File: config.mk
export PLATFORM = sky130hd
export DESIGN_NAME = regfile_mp
export DESIGN_NICKNAME = d
export VERILOG_FILES = /design/src/rtl/regfile_pkg.sv /design/src/rtl/regfile_clr_fsm.sv /design/src/rtl/regfile_mp.sv
export SDC_FILE = /design/constraint.sdc
export NUM_CORES = 2
export LEC_CHECK = 0
export CAP_MARGIN = 20
export CORE_MARGIN = 8
export CORE_UTILIZATION = 30
export CTS_CLUSTER_DIAMETER = 40
export CTS_CLUSTER_SIZE = 14
export DETAILED_ROUTE_END_ITERATION = 6
export MAX_ROUTING_LAYER = met4
export PLACE_DENSITY = 0.55
export SLEW_MARGIN = 25
export SYNTH_ARGS = -nofsm -noshare
export SYNTH_HDL_FRONTEND = slang
export SYNTH_SLANG_ARGS = --single-unit
File: constraint.sdc
create_clock -name Clk -period 4.9 [get_ports Clk]
set_clock_uncertainty 0.15 [all_clocks]
set_input_delay 0.98 -clock Clk [delete_from_list [all_inputs] [get_ports Clk]]
set_output_delay 0.98 -clock Clk [all_outputs]
set_load 0.03 [all_outputs]
File: src/rtl/regfile_pkg.sv
// -----------------------------------------------------------------------------
// regfile_pkg
// Shared definitions for the multi-port register file:
//   - default values for the regfile_mp parameters
//   - encoding of the clear-sweep FSM states
// -----------------------------------------------------------------------------
package regfile_pkg;

    localparam int DEF_DATA_WIDTH = 32;
    localparam int DEF_ADDR_WIDTH = 5;
    localparam int DEF_BYPASS     = 1;
    localparam int DEF_ZERO_REG   = 1;
    localparam int DEF_DBG_ADDR   = 10;

    typedef enum logic {
        IDLE  = 1'b0,
        SWEEP = 1'b1
    } clr_state_e;

endpackage

File: src/rtl/regfile_clr_fsm.sv
// -----------------------------------------------------------------------------
// regfile_clr_fsm
// Sequential clear controller for the register file. A Clr request in IDLE
// starts a sweep that zeroes one register per cycle, index 0 upward, and then
// returns to IDLE after the last index.
//
// Ports:
//   i_clk      clock, rising edge
//   i_rst      synchronous active-high reset
//   i_clr      clear request (ignored while a sweep is running)
//   o_busy     high while the sweep is running
//   o_clr_en   storage must zero register o_clr_idx this cycle
//   o_clr_idx  index being zeroed this cycle
// -----------------------------------------------------------------------------
module regfile_clr_fsm
    import regfile_pkg::*;
#(
    parameter int ADDR_WIDTH = DEF_ADDR_WIDTH
) (
    input  logic                  i_clk,
    input  logic                  i_rst,
    input  logic                  i_clr,
    output logic                  o_busy,
    output logic                  o_clr_en,
    output logic [ADDR_WIDTH-1:0] o_clr_idx
);

    localparam logic [ADDR_WIDTH-1:0] LAST_IDX = {ADDR_WIDTH{1'b1}};

    clr_state_e            r_state;
    clr_state_e            w_nextState;
    logic [ADDR_WIDTH-1:0] r_cnt;
    logic [ADDR_WIDTH-1:0] w_nextCnt;

    // State and sweep counter registers
    always_ff @(posedge i_clk) begin
        if (i_rst) begin
            r_state <= IDLE;
            r_cnt   <= '0;
        end else begin
            r_state <= w_nextState;
            r_cnt   <= w_nextCnt;
        end
    end

    // Next-state and outputs. The counter simply increments through the
    // last index, so it wraps back to 0 on the same edge the FSM leaves SWEEP.
    always_comb begin
        w_nextState = r_state;
        w_nextCnt   = r_cnt;
        o_busy      = 1'b0;
        o_clr_en    = 1'b0;
        o_clr_idx   = r_cnt;
        case (r_state)
            IDLE: begin
                if (i_clr) begin
                    w_nextState = SWEEP;
                    w_nextCnt   = '0;
                end
            end
            SWEEP: begin
                o_busy    = 1'b1;
                o_clr_en  = 1'b1;
                w_nextCnt = r_cnt + ADDR_WIDTH'(1);
                if (r_cnt == LAST_IDX) begin
                    w_nextState = IDLE;
                end
            end
            default: begin
                w_nextState = IDLE;
            end
        endcase
    end

endmodule

File: src/rtl/regfile_mp.sv
// -----------------------------------------------------------------------------
// regfile_mp
// Register file with two write ports, two combinational read ports, optional
// same-cycle write-to-read forwarding, optional hard-wired zero register, a
// debug tap on one fixed register and a multi-cycle sequential clear.
//
// Ports:
//   Clk              clock, rising edge
//   Rst              synchronous active-high reset (clears everything)
//   WE0/W0/Din0      write port 0 enable / address / data
//   WE1/W1/Din1      write port 1 enable / address / data (wins on collision)
//   Addr1, Addr2     read addresses
//   R1, R2           combinational read data
//   Clr              start a clear sweep
//   Busy             clear sweep in progress; writes are discarded meanwhile
//   DbgOut           stored contents of register DBG_ADDR (never forwarded)
// -----------------------------------------------------------------------------
module regfile_mp
    import regfile_pkg::*;
#(
    parameter int DATA_WIDTH = DEF_DATA_WIDTH,
    parameter int ADDR_WIDTH = DEF_ADDR_WIDTH,
    parameter int BYPASS     = DEF_BYPASS,
    parameter int ZERO_REG   = DEF_ZERO_REG,
    parameter int DBG_ADDR   = DEF_DBG_ADDR
) (
    input  logic                  Clk,
    input  logic                  Rst,
    input  logic                  WE0,
    input  logic [ADDR_WIDTH-1:0] W0,
    input  logic [DATA_WIDTH-1:0] Din0,
    input  logic                  WE1,
    input  logic [ADDR_WIDTH-1:0] W1,
    input  logic [DATA_WIDTH-1:0] Din1,
    input  logic [ADDR_WIDTH-1:0] Addr1,
    input  logic [ADDR_WIDTH-1:0] Addr2,
    output logic [DATA_WIDTH-1:0] R1,
    output logic [DATA_WIDTH-1:0] R2,
    input  logic                  Clr,
    output logic                  Busy,
    output logic [DATA_WIDTH-1:0] DbgOut
);

    localparam int                    DEPTH   = 2 ** ADDR_WIDTH;
    localparam logic [ADDR_WIDTH-1:0] DBG_IDX = ADDR_WIDTH'(DBG_ADDR);
    localparam logic                  HAS_ZERO = (ZERO_REG != 0);
    localparam logic                  HAS_BYP  = (BYPASS != 0);

    logic [DATA_WIDTH-1:0] r_regs [DEPTH];

    logic                  w_busy;
    logic                  w_clrEn;
    logic [ADDR_WIDTH-1:0] w_clrIdx;
    logic                  w_wr0Valid;
    logic                  w_wr1Valid;
    logic                  w_bypassOn;

    regfile_clr_fsm #(
        .ADDR_WIDTH (ADDR_WIDTH)
    ) u_clr_fsm (
        .i_clk     (Clk),
        .i_rst     (Rst),
        .i_clr     (Clr),
        .o_busy    (w_busy),
        .o_clr_en  (w_clrEn),
        .o_clr_idx (w_clrIdx)
    );

    // A write is "valid" when enabled and not aimed at the hard-wired zero
    // register. Busy gating is applied separately for storage and bypass.
    assign w_wr0Valid = WE0 && !(HAS_ZERO && (W0 == '0));
    assign w_wr1Valid = WE1 && !(HAS_ZERO && (W1 == '0));
    assign w_bypassOn = HAS_BYP && !w_busy;

    // Storage. Reset beats the sweep, and the sweep beats both write ports.
    // Port 1 is written last so it wins when both ports hit the same address.
    always_ff @(posedge Clk) begin
        if (Rst) begin
            for (int i = 0; i < DEPTH; i++) begin
                r_regs[i] <= '0;
            end
        end else if (w_clrEn) begin
            r_regs[w_clrIdx] <= '0;
        end else begin
            if (w_wr0Valid) begin
                r_regs[W0] <= Din0;
            end
            if (w_wr1Valid) begin
                r_regs[W1] <= Din1;
            end
        end
    end

    // Read port 1: storage, optionally overridden by an in-flight write
    // (port 1 first), with the zero register forced last.
    always_comb begin
        R1 = r_regs[Addr1];
        if (w_bypassOn && w_wr1Valid && (W1 == Addr1)) begin
            R1 = Din1;
        end else if (w_bypassOn && w_wr0Valid && (W0 == Addr1)) begin
            R1 = Din0;
        end
        if (HAS_ZERO && (Addr1 == '0)) begin
            R1 = '0;
        end
    end

    // Read port 2: same selection as read port 1
    always_comb begin
        R2 = r_regs[Addr2];
        if (w_bypassOn && w_wr1Valid && (W1 == Addr2)) begin
            R2 = Din1;
        end else if (w_bypassOn && w_wr0Valid && (W0 == Addr2)) begin
            R2 = Din0;
        end
        if (HAS_ZERO && (Addr2 == '0)) begin
            R2 = '0;
        end
    end

    assign Busy   = w_busy;
    assign DbgOut = r_regs[DBG_IDX];

endmodule

==> flow_metrics.tcl <==
set metrics [dict create \
    p_total_mw 25.4 \
    syn2layout_area_growth_pct 22.8 \
    grt_usage_pct 25.9 \
    vias_per_cell 6.20 \
    netlist_instances 5287 \
    cts.clk_slew.worst_paths_ps 50 \
    clockBufferDepth 3 \
    antenna_found_initial 8 \
    ys_types 79 \
    place_area_um2 69300 \
    regArea_um2 30900 \
    drive_above_1_share_pct 26.3 \
    fin_hold_ws_ps 355 \
    worst_hold_path_type "input port to flop" \
    synth_enable_flop_cells 1024 \
    critPathLaunchType "input port" \
    grt_pass1_wl_um 390000 \
    grt_overflow 0 \
    layout_commonest_cell "nand2_1" \
    irDropWorstVdd_mv 0.323 \
    final_cell_area_um2 74600 \
    syn-cell-area_um2 60700 \
    dp_cells 8039 \
    die_x_um 466 \
    crit_required_ps 3770 \
    port_buffers 185 \
    synth-seq-cells 1030 \
    vias 51500 \
    dpl.hpwl_um 196000 \
    io_pins 186 \
    first_pass_iters 7 \
    cp.arrival_ps 3800 \
    avgSynthCellArea_um2 11.5 \
    cts_sinks 1030 \
    die_area_um2 217000 \
    place_ws_ps -248 \
    drtAntennaViolNets 0 \
    cp-end-kind "output port" \
    multi_input_area_um2 27600 \
    critPathKind "input port to output port" \
    yosysSeqAreaShare_pct 50.9 \
    wl_per_cell_um 34.2 \
    grt_max_degree 65 \
    drv_slew 0 \
    cts_max_level 4 \
    ctsHoldBuffers 0 \
    setup_viol 2 \
    finalCritPeriodShare_pct 101 \
    status "finished, violations left" \
    worstMarginPinSlew_ps 1170 \
    die_height_um 466 \
    leakagePower_nw 25.1 \
    gp_congestion 1.06 \
    finish.net_count 5605 \
    async_flop_share_pct 0 \
    cp_max_fo 25 \
    root_buffer "clkbuf_16" \
    crit_buf_inv 5 \
    yosysWarnings 0 \
    post-route-min-period_ps 4930 \
    wl_um 284000 \
    drv_cap 0 \
    cts_tree "yes" \
    cp_top_family "buffers and inverters" \
    setup_ws_ps -29.8 \
    layout_common_cells "nand2_1, edfxtp_1, o21ai_0" \
    rows 165 \
    violations "DRC, setup timing" \
    grt_setup_unrepaired "false" \
    core_um2 202000 \
    fin_cells 8309 \
    synth_ff_type "edfxtp_1" \
    initial_core_util_pct 30.1 \
    relSlewSlack_pct 21.2 \
    drtIter0Drc 9024 \
    power_density_nw_per_um2 341 \
    critPathMaxStageDelay_ps 690 \
    fill_cells 19300 \
    cpMaxStageDelayCell "nor3_1" \
    worstSkewPairLatency_ps 780 \
    drc_errors 1 \
    path_cells "buf_8 -> buf_12 -> mux4_2 -> o22ai_1 -> buf_4 -> nor3_1 -> a31oi_1 -> a21oi_1 -> buf_4 -> buf_12" \
    hold_viol 0 \
    grt_pass1_vias 48300 \
    max_clock_freq_ghz 0.203 \
    cts_buffers 143 \
]
logic make-up (layout without fill, tap and decap cells):
kind of cell               Yosys count  in the layout  synth area share (%)
AOI/OAI and AO/OA                 1437           1437                  13.7
xor gates and xnor gates            20             20                 0.289
adders and majority gates            2              2                0.0412
buffers and inverters              692           1004                  4.58
DFF                               1030           1030                  50.9
muxes                              681            681                  20.4
other                                1             39               0.00618
and+or+nand+nor                   1424           1424                  10.1
synth_stat cells (11+ instances only):
library cell     n  area share [%]
nand3b_1        21            0.26
mux2i_1        190             3.1
mux4_2         442              16
o31a_1          11            0.16
nand4_1         20            0.21
nor3_1          67            0.55
nand2_1       1049             6.5
o31ai_1        139             1.7
edfxtp_1      1024              51
inv_1           18            0.11
or3b_2          14            0.20
nor4_1          34            0.35
and3_1          22            0.23
a31oi_1         33            0.34
o21ai_1         47            0.39
a311oi_1        11            0.16
mux2_2          48            0.89
a221oi_1        22            0.32
nor2_1          95            0.59
buf_2           97            0.80
o21ai_0        864             7.1
o22ai_1        174             1.8
a22o_1          24            0.35
xor2_1          18            0.26
nand3_1         38            0.31
clkbuf_1       505             3.1
buf_1           59            0.36
a211o_1         15            0.22
a21oi_1         53            0.44
where the power goes:
part,internal [mW],switching (mW),leakage [nW]
Sequential,10.0,0.190,10.6
Clock,6.77,4.46,2.48
Combinational,1.54,2.40,12.0
Total,18.3,7.05,25.1
path summary, 6_finish.rpt:
path                                                     startpoint                                   to  slack (ps)  cells after the start
worst max-delay path                                       Addr2[1]                               R2[28]         -30                     10
worst max register to register         u_clr_fsm.r_state$_SDFF_PP0_               r_regs[4][6]$_DFFE_PP_        1340                      8
worst min register to register  u_clr_fsm.o_clr_idx[3]$_SDFFE_PP0P_  u_clr_fsm.o_clr_idx[3]$_SDFFE_PP0P_         420                      2
worst min-delay path                                            Rst  u_clr_fsm.o_clr_idx[4]$_SDFFE_PP0P_         360                      2
flip-flops by register name, summed over array words and instances (netlist names):
name	cells
r_regs	1024
u_clr_fsm.o_clr_idx	5
u_clr_fsm.r_state	1
what timing repair did:
action                     4_1_cts  5_1_grt
buffers inserted                 0        2
resized for setup               11        9
setup endpoints to repair        8       12
pin swaps                        0        5
per-stage QoR:
stage / utilization [%] / TNS, ps
finish: 37.0 / -46.6
global placement: 34.4 / -514
floorplan: - / 0
detailed placement: 34.4 / -547
CTS: 36.9 / 0
global route: 37.0 / 0
area by class of cell:
type / count / share of cell area (%)
clock buffers: 153 / 5.02
flip-flops and latches: 1030 / 41.4
multi-input cells: 3596 / 37.1
repair buffers: 725 / 10.1
well taps: 2672 / 4.48
diodes: 7 / 0.0235
clock inverters: 108 / 1.80
inverters: 18 / 0.0906
routing by layer:
metal  part of all wire, %  GRT usage (%)  up-vias  wire, um
li1                      -              -    20700         -
met1                    37           32.3    26300    105000
met2                    45           39.4     3788    129000
met3                    12           6.25      685     34100
met4                   5.9           12.6        0     16800
met5                     0              -        -         0
No activity file was read; power rests on OpenSTA's default activity.
